**src/rtl/redstone_pkg.sv**
```systemverilog
// Shared types and defaults for the redstone repeater.
// Holds the repeater state encoding and delay sizing constants.
package redstone_pkg;

    typedef enum logic [1:0] {
        LOW,
        RISE,
        HIGH,
        FALL
    } rep_state_e;

    localparam int REDSTONE_MAX_DELAY = 4;
    localparam int REDSTONE_DELAY_W   = 2;

endpackage

```
**src/rtl/redstone_repeater.sv**
```systemverilog
// Non-inverting repeater with a programmable 1..MAX_DELAY tick delay.
// Optional side lock freezes all state when REDSTONE_LOCK_EN is defined.
module redstone_repeater
    import redstone_pkg::*;
#(
    parameter int MAX_DELAY = REDSTONE_MAX_DELAY,
    parameter int DELAY_W   = REDSTONE_DELAY_W
) (
    input  logic               clk,
    input  logic               rst,
    input  logic               in,
    input  logic [DELAY_W-1:0] delay_sel,
`ifdef REDSTONE_LOCK_EN
    input  logic               lock,
`endif
    output logic               out,
    output logic               busy
);

    rep_state_e         state_q;
    logic [DELAY_W-1:0] cnt_q;
    logic               out_q;
    logic [DELAY_W-1:0] sel_d;
    logic               hold;

`ifdef REDSTONE_LOCK_EN
    assign hold = lock;
`else
    assign hold = 1'b0;
`endif

    // Clamp the programmed delay so it never exceeds MAX_DELAY ticks.
    always_comb begin
        sel_d = delay_sel;
        if (delay_sel > DELAY_W'(MAX_DELAY - 1)) begin
            sel_d = DELAY_W'(MAX_DELAY - 1);
        end
    end

    // Level FSM: resample in only when settled, count down a committed change.
    always_ff @(posedge clk or posedge rst) begin
        if (rst) begin
            state_q <= LOW;
            cnt_q   <= '0;
            out_q   <= 1'b0;
        end else if (!hold) begin
            unique case (state_q)
                LOW: begin
                    if (in) begin
                        if (sel_d == '0) begin
                            out_q   <= 1'b1;
                            state_q <= HIGH;
                        end else begin
                            cnt_q   <= sel_d;
                            state_q <= RISE;
                        end
                    end
                end
                RISE: begin
                    if (cnt_q == DELAY_W'(1)) begin
                        out_q   <= 1'b1;
                        state_q <= HIGH;
                    end else begin
                        cnt_q <= cnt_q - DELAY_W'(1);
                    end
                end
                HIGH: begin
                    if (!in) begin
                        if (sel_d == '0) begin
                            out_q   <= 1'b0;
                            state_q <= LOW;
                        end else begin
                            cnt_q   <= sel_d;
                            state_q <= FALL;
                        end
                    end
                end
                FALL: begin
                    if (cnt_q == DELAY_W'(1)) begin
                        out_q   <= 1'b0;
                        state_q <= LOW;
                    end else begin
                        cnt_q <= cnt_q - DELAY_W'(1);
                    end
                end
                default: begin
                    state_q <= LOW;
                end
            endcase
        end
    end

    assign out  = out_q;
    assign busy = (state_q == RISE) || (state_q == FALL);

endmodule

```
**config.mk**
```make
export PLATFORM = sky130hd
export DESIGN_NAME = redstone_repeater
export DESIGN_NICKNAME = d
export VERILOG_FILES = /design/src/rtl/redstone_pkg.sv /design/src/rtl/redstone_repeater.sv
export SDC_FILE = /design/constraint.sdc
export NUM_CORES = 1
export LEC_CHECK = 0
export BUFFER_PORTS_ARGS = -buffer_cell sky130_fd_sc_hd__buf_2
export CAP_MARGIN = 20
export CORE_AREA = 2 2 39 41
export DETAILED_ROUTE_END_ITERATION = 8
export DIE_AREA = 0 0 41 43
export GPL_ROUTABILITY_DRIVEN = 0
export SETUP_SLACK_MARGIN = 0.1
export SLEW_MARGIN = 20
export SYNTH_ARGS = -nofsm -noshare
export SYNTH_HDL_FRONTEND = slang
export SYNTH_SLANG_ARGS = --single-unit
```
**constraint.sdc**
```tcl
create_clock -name clk -period 1.6 [get_ports clk]
set_clock_uncertainty 0.1 [all_clocks]
set_input_delay 0.16 -clock clk [delete_from_list [all_inputs] [get_ports clk]]
set_output_delay 0.16 -clock clk [all_outputs]
set_load 0.01 [all_outputs]
```
==> Word-level counts from Yosys, hierarchy flattened <==
Index checks and enable logic that the tools add are counted.
{ "word_totals": {"reg_bits": 5, "inputBits": 5, "out_inout_bits": 2, "word_cells": 43} }
{ "classes": {"n_addsub": 1, "order_cmp": 1, "eq_ne": 11, "mux": 20, "n_reduce_logical": 7} }
{ "ops": {"columns": ["cell", "n"], "rows": [
  ["$mux W2", 11],
  ["$ne A2 B2 Y1 const B", 7],
  ["$pmux W2 S4", 1],
  ["$mux W1", 6],
  ["$pmux W2 S3", 1],
  ["$reduce_and A6 Y1", 1],
  ["$eq A2 B1 Y1 const B", 2],
  ["$eq A2 B2 Y1 const B", 2],
  ["$logic_not A2 Y1", 2],
  ["$pmux W1 S4", 1],
  ["$reduce_and A4 Y1", 1],
  ["$reduce_and A3 Y1", 1],
  ["$gt A2 B2 Y1 const B", 1],
  ["$reduce_or A2 Y1", 1],
  ["$sub A2 B1 Y2 const B", 1],
  ["$logic_or A1 B1 Y1", 1]
]} }

==> Logic depth before layout (Yosys ltp) <==
Gate-level depths: netlist of run 1.
{ "logic_depth": {"word_depth": 6, "mapped_depth": 5, "mapped_depth_nobuf": 5} }

==> Worst setup path before layout of run 1 <==
Ideal clock, no wire load.
{ "synth_path": {"path_type": "register -> register", "startpoint": "register state_q[0]", "endpoint": "register cnt_q[1]", "setup_time_ns": 0.123, "t_arrival_ns": 1.113, "t_required_ns": 1.377, "path_slack_ns": 0.265, "path_stages_with_launch": 4, "synth_period_minus_slack_ns": 1.335, "cell_sequence": "dfrtp_1 buf_2 or4_1 o221a_2"} }
{ "synth_between": {"elab_chain_len": 4, "word_cells_on_any_way": 10, "classes_between": "eq/ne (6); mux (1); reduce/logical (3)"} }
{ "synth_lines": {"columns": ["element", "line_no", "rtl"], "rows": [
  ["start: declaration", "redstone_repeater.sv:20", "rep_state_e state_q;"],
  ["start signal: assignment", "redstone_repeater.sv:43", "state_q <= LOW;"],
  ["start signal: assignment", "redstone_repeater.sv:52", "state_q <= HIGH;"],
  ["start signal: assignment", "redstone_repeater.sv:55", "state_q <= RISE;"],
  ["$eq A2 B1 Y1 / $eq A2 B2 Y1 (equally long branches)", "redstone_repeater.sv:47", "unique case (state_q)"],
  ["$reduce_or A2 Y1 (no source line)", null, null],
  ["$ne A2 B2 Y1 (no source line)", null, null],
  ["$reduce_and A3 Y1 (no source line)", null, null],
  ["end signal: assignment", "redstone_repeater.sv:54", "cnt_q <= sel_d;"],
  ["end signal: assignment", "redstone_repeater.sv:64", "cnt_q <= cnt_q - DELAY_W'(1);"],
  ["end signal: assignment", "redstone_repeater.sv:73", "cnt_q <= sel_d;"],
  ["end: declaration", "redstone_repeater.sv:21", "logic [DELAY_W-1:0] cnt_q;"]
]} }
Parallel ways exist; a longest one is shown, timed or not.
A chain may end at the register's enable or synchronous reset.

==> Final worst setup path of run 1 <==
{ "layout_path": {"startpoint": "register cnt_q[1]", "endpoint": "register cnt_q[1]"} }
{ "layout_between": {"elab_chain_len": 3, "word_cells_on_any_way": 9, "classes_between": "add/sub (1); eq/ne (2); mux (5); reduce/logical (1)"} }
{ "layout_lines": {"columns": ["element", "line_no"], "rows": [
  ["$sub A2 B1 Y2, or another cell as far along", "redstone_repeater.sv:64, redstone_repeater.sv:83"],
  ["$mux W2, or another cell as far along", "redstone_repeater.sv:60, redstone_repeater.sv:79"],
  ["$pmux W2 S3 / $reduce_and A3 Y1 (equally long branches)", null]
]} }
Parallel ways exist; a longest one is shown, timed or not. The select of a mux whose other input is x is not followed.

==> flow_summary.yaml, run 1 <==
clock_network:
  cts-buffers-inserted: 3
  clk_root_buffer_cell: "clkbuf_4"
  clk_path_buf_depth: 2
  tritoncts_clock_tree: "done"
  clkSinkCount: 5
  clkSlewWorstSetupHoldPaths_ps: 40
  worst_skew_pair.late_latency_ps: 240
  htreeDepth: 1
  postCtsSetupRepairBufs: 0
die:
  placement_rows: 14
  fp.dieW_um: 41
  io_pins: 7
  start_util_pct: 21.1
  floorplan.die_area_um2: 1760
  die_y_um: 43
  core_area_um2: 1380
grt:
  grt_total_ovfl: 0
  grt_util_all_layers_pct: 8.48
  first_pass_grt_wire_length_um: 972
  grt_max_degree: 11
  grt_pass1_vias: 251
  antenna_found_initial: 0
timing:
  worst-slew-pin-transition_ps: 337
  finalHoldViolCount: 0
  setup-violations-final: 0
  finalWorstPathRequiredPeriod_ps: 1410
  unrepaired_setup_endpoints_after_global_routing: "false"
  relSlewSlack_pct: 77.3
  timing.final.crit_share_pct: 87.9
  achievable-frequency_ghz: 0.711
  final_max_slew_viol_count: 0
  fin_tns_setup_ps: 0
  final.hold.worst_slack_ps: 226
cells_and_area:
  finish.net_count: 47
  final.fill_count: 154
  antenna-diode-count: 0
  post_route_cells_drive_above_1_share_pct: 27.5
  area_delta_synth_final_pct: 26.6
critical_path:
  crit_type: "reg2reg"
  critical_path_depth: 5
  worstPathMaxFanout: 5
  path_cells: "inv_1 > ha_1 > nand2b_1 > o21ai_1 > o221a_2"
  minimum_setup_slack_among_reg_to_reg_paths_ps: 190
  combined_buffer_and_inverter_count_along_the_critical_path: 1
  cp_data_required_time_ps: 1620
  timing.rr.start: "cnt_q[1]"
  path_delay_family: "flip-flops"
  worst_r2r_endpoint: "cnt_q[1]"
  worst_ep_arrival_time_ps: 1430
  type_of_element_capturing_the_critical_path: "register"
  crit_path_end: "cnt_q[1]"
  worstSetupStartpoint: "cnt_q[1]"
  worst_path_max_delay_cell: "dfrtp_1"
  slowest_delay_ps: 370
  worst-r2r-cell-count: 5
  setup.worst_path.start_class: "register"
detailed_routing:
  drt_iter0_drc: 6
  finalWirelength_um: 559
  drt-vias-per-instance: 4.39
  wl_per_cell_um: 9.98
  detail_route.drc_violations: 0
  firstDrtPassIters: 3
  ant_nets: 0
  num_vias: 246
synth:
  synth.ff_latch_count: 5
  synth_warnings: 0
  synth.yosys.seq_area_share_pct: 42.9
  ys_top_cells_by_area: "dfrtp_1 43%, nand2b_1 6.4%, o21bai_1 5.2%"
  synth.cell_area_um2: 292
  synth.avg_cell_area_um2: 9.40
  synthDominantCellAreaShare_pct: 42.9
  yosysTopAreaCell: "dfrtp_1"
  synth_cell_type_count: 21
  synth_fp_nets: 37
  synthCells: 31
flow_run:
  max_cap_violations: 0
pwr:
  ir_drop_mv: 0.587
  p_leak_nw: 0.160
  power_density_nw_per_um2: 1880
  fin_total_pwr_uw: 695
worst_hold_path:
  worst_hold_path_type: "in2reg"
run_status:
  outcome: "finished, final reports clean"
place:
  detailed_place_hpwl_um: 433
  port_buffers: 6
## metrics by stage
stage | area (um^2) | worst slack [ps] | cells | util [%]
finish | 369 | 193 | 56 | 26.7
global route | 369 | 101 | 56 | 26.7
CTS | 369 | 191 | 56 | 26.7
detailed placement | 333 | 207 | 51 | 24.1
global placement | 333 | 226 | 51 | 24.1
floorplan | 292 | 265 | 31 | -
## state kept, by name, summed over array words and instances (netlist names)
register / flops
out: 1
state_q: 2
cnt_q: 2
## synthesized netlist by cell type, drive strengths merged
library cell  n
dfrtp         5
inv           3
nand2b        3
o21ai         3
o21bai        2
a211oi        1
a21oi         1
a221oi        1
a311oi        1
buf           1
clkbuf        1
clkinvlp      1
ha            1
nand2         1
nor2          1
nor4          1
o221a         1
o32ai         1
or4           1
xnor2         1
## area by class of cell
type                       instances  area [um^2]  area share, %
clock buffer                       4         26.3           7.12
inverter                           4         16.3           4.41
multi-input combinational         20          141           38.3
sequential                         5          125           33.9
tap                               16         20.0           5.42
timing repair buffer               7         40.0           10.8
## tightest hold or removal path, delay by kind of cell
| family | cells | cell delay, ps |
|---|---|---|
| AOI/OAI and AO/OA | 2 | 230 |
| buffers and inverters | 1 | 120 |
## power breakdown
group	total (mW)	leakage [nW]	switching, mW	internal [mW]
clock	0.139	0.0150	0.0449	0.0938
sequential	0.266	0.0583	0.0773	0.189
combinational	0.290	0.0868	0.140	0.150
total	0.695	0.160	0.262	0.432
## repair_timing
action | in CTS | in global routing
resized for setup | 0 | 0
endpoints found under the hold margin | 5 | 0
hold buffers | 1 | 0
## cells in the final DEF (no fill, tap or decap), drive strengths merged
| master | count |
|---|---|
| a211oi | 1 |
| clkbuf | 4 |
| a21oi | 1 |
| buf | 6 |
| o21bai | 2 |
| o32ai | 1 |
| ha | 1 |
| nor2 | 1 |
| xnor2 | 1 |
| nor4 | 1 |
| a221oi | 1 |
| or4 | 1 |
| nand2b | 3 |
| o21ai | 3 |
| dfrtp | 5 |
| nand2 | 1 |
| clkinvlp | 1 |
| dlygate4sd3 | 1 |
| a311oi | 1 |
| inv | 3 |
| o221a | 1 |
## metal layers
| layer | vias to the layer above | wire (um) | global-route usage (%) |
|---|---|---|---|
| li1 | 130 | - | - |
| met4 | 0 | 0 | 8.00 |
| met1 | 111 | 298 | 11.5 |
| met5 | - | 0 | 0 |
| met2 | 5 | 242 | 10.6 |
| met3 | 0 | 17 | 1.57 |
## how the worst min path moves through the flow
stage | from | endpoint | depth (start not counted)
after floorplan | rst | cnt_q[0] | 1
after global placement | rst | cnt_q[0] | 2
after detailed placement | rst | cnt_q[0] | 2
after CTS | delay_sel[1] | state_q[0] | 3
after global routing | delay_sel[1] | state_q[0] | 3
final | delay_sel[1] | state_q[0] | 3
## cells by family after synthesis
logic type                 after synthesis  synth area share [%]
and+or+nand+nor                          7                  13.7
xor gates and xnor gates                 1                  3.00
DFF                                      5                  42.9
buffers and inverters                    6                  8.58
AOI/OAI and AO/OA                       11                  27.5
adders and majority gates                1                  4.29
Note: power is estimated with default switching activity, not from simulation.
==> run 2, diff against run 1 <==
- GPL_TIMING_DRIVEN: unset -> 0
==> run 2 against run 1 <==
  * Largest cell class unchanged
  * Sequential share of layout area is 1.4 points lower
  * Power is 5.7% higher
  * Largest power group unchanged
  * Critical path depth is 2 lower
  * Die area stayed put
==> flow_summary.yaml, run 2 (same netlist as run 1, synthesis figures left out) <==
pwr:
  p_leak_nw: 0.168
  total_switching_power_uw: 271
  seq_power_share_pct: 32.3
  comb_power_share_pct: 48.4
  fin_total_pwr_uw: 734
  power_density_nw_per_um2: 1900
  clockPowerShare_pct: 19.3
  power.switching_fraction_pct: 37.0
  ir_drop_mv: 0.656
  internal-power_uw: 463
clock_network:
  clkSinkCount: 5
  clkSlewWorstSetupHoldPaths_ps: 40
  clk_root_buffer_cell: "clkbuf_4"
  cts-buffers-inserted: 3
  worst_skew_pair.late_latency_ps: 240
  htreeDepth: 1
  tritoncts_clock_tree: "done"
  postCtsSetupRepairBufs: 0
  clk_path_buf_depth: 2
cells_and_area:
  layout.cells.most_common_list: "7 x buf_2, 5 x dfrtp_1, 3 x inv_1, 3 x clkbuf_4"
  mostFrequentLayoutCell: "buf_2"
  final.fill_count: 153
  finish.net_count: 49
  post_route_cells_drive_above_1_share_pct: 31.0
  stdcell_count: 58
  antenna-diode-count: 0
  area_delta_synth_final_pct: 32.2
grt:
  grt_max_degree: 11
  grt_total_ovfl: 0
  grt_util_all_layers_pct: 8.39
  grt_pass1_vias: 225
  first_pass_grt_wire_length_um: 924
  antenna_found_initial: 0
critical_path:
  worst_path_max_delay_cell: "or4_1"
  setup.worst_path.start_class: "register"
  path_cells: "buf_2 > or4_1 > o221a_2"
  worst_r2r_endpoint: "cnt_q[1]"
  combined_buffer_and_inverter_count_along_the_critical_path: 1
  crit_type: "reg2reg"
  timing.rr.start: "state_q[0]"
  worst_ep_arrival_time_ps: 1440
  cp_data_required_time_ps: 1620
  worstPathMaxFanout: 10
  type_of_element_capturing_the_critical_path: "register"
  minimum_setup_slack_among_reg_to_reg_paths_ps: 190
  path_delay_family: "simple AND/OR/NAND/NOR gates"
  slowest_delay_ps: 530
  worst-r2r-cell-count: 3
flow_run:
  max_cap_violations: 0
detailed_routing:
  ant_nets: 0
  firstDrtPassIters: 3
  wl_per_cell_um: 9.22
  num_vias: 251
  drt-vias-per-instance: 4.33
  finalWirelength_um: 535
  detail_route.drc_violations: 0
  drt_iter0_drc: 1
worst_hold_path:
  min_delay_worst_endpoint: "state_q[0]"
  worst_hold_path_type: "in2reg"
  hold_path_depth: 3
  min_from: "delay_sel[1]"
place:
  pre_cts_slack_ps: 203
  detailed_place_hpwl_um: 399
  dp_cells: 53
  port_buffers: 6
timing:
  worst-slew-pin-transition_ps: 321
  achievable-frequency_ghz: 0.709
  fin_tns_setup_ps: 0
  final_max_slew_viol_count: 0
  timing.final.crit_share_pct: 88.2
  finalWorstPathRequiredPeriod_ps: 1410
  setup-violations-final: 0
  finalHoldViolCount: 0
  fin_ws_ps: 189
  relSlewSlack_pct: 78.4
  unrepaired_setup_endpoints_after_global_routing: "false"
die:
  io_pins: 7
  start_util_pct: 21.1
  placement_rows: 14
  fp.dieW_um: 41
  core_area_um2: 1380
  die_y_um: 43
  floorplan.die_area_um2: 1760
run_status:
  outcome: "finished, final reports clean"
==> run 2: cell types whose count changed in the layout (fill, tap and decap cells not counted) <==
cell and delta:
nand2b_4 +1, buf_2 +1, nand2b_1 -1, clkbuf_1 +1
==> run 2: worst min-delay path, stage by stage <==
cell and delay (ps):
buf_2 120, o21bai_1 80, o21ai_0 150
==> run 2: how the worst max path moves through the flow <==
stage	start	cells after the start	end
after detailed placement	cnt_q[1]	5	cnt_q[1]
after floorplan	state_q[0]	3	cnt_q[1]
after global routing	state_q[0]	3	cnt_q[1]
after CTS	cnt_q[1]	5	cnt_q[1]
after global placement	cnt_q[1]	5	cnt_q[1]
final	state_q[0]	3	cnt_q[1]
==> run 2: power groups by stage <==
stage	Clock [mW]	Combinational (mW)	Sequential, mW
floorplan	0	0.258	0.226
global placement	0	0.324	0.234
detailed placement	0	0.327	0.238
CTS	0.145	0.334	0.237
global route	0.159	0.402	0.247
finish	0.142	0.355	0.237
==> run 2: per-layer routing <==
metal / wire, um / vias up / GRT usage [%] / part of all wire (%)
li1: - / 136 / - / -
met1: 271 / 108 / 11.8 / 51
met2: 242 / 7 / 9.06 / 45
met3: 22 / 0 / 3.14 / 4.1
met4: 0 / 0 / 8.00 / 0
met5: 0 / - / 0 / 0
==> run 2: through the flow <==
stage | utilization [%] | hold WS (ps) | cell area [um^2]
after floorplan | - | -161 | 292
after global placement | 24.7 | -43.0 | 342
after detailed placement | 24.7 | -41.8 | 342
after CTS | 27.3 | 205 | 378
after global routing | 27.8 | 224 | 385
final | 27.8 | 210 | 385
==> run 2: final cells by class <==
class	count	area (um^2)	area share, %
multi-input combinational	20	149	38.6
buffer	2	8.76	2.27
inverter	4	16.3	4.22
timing repair buffer	7	40.0	10.4
clock buffer	4	26.3	6.82
sequential	5	125	32.5
tap	16	20.0	5.19
==> run 2: what timing repair did <==
action                                 in CTS  in global routing
endpoints found under the hold margin       5                  0
hold buffers                                1                  0
setup endpoints to repair                   0                  1
gates resized for setup                     0                  1
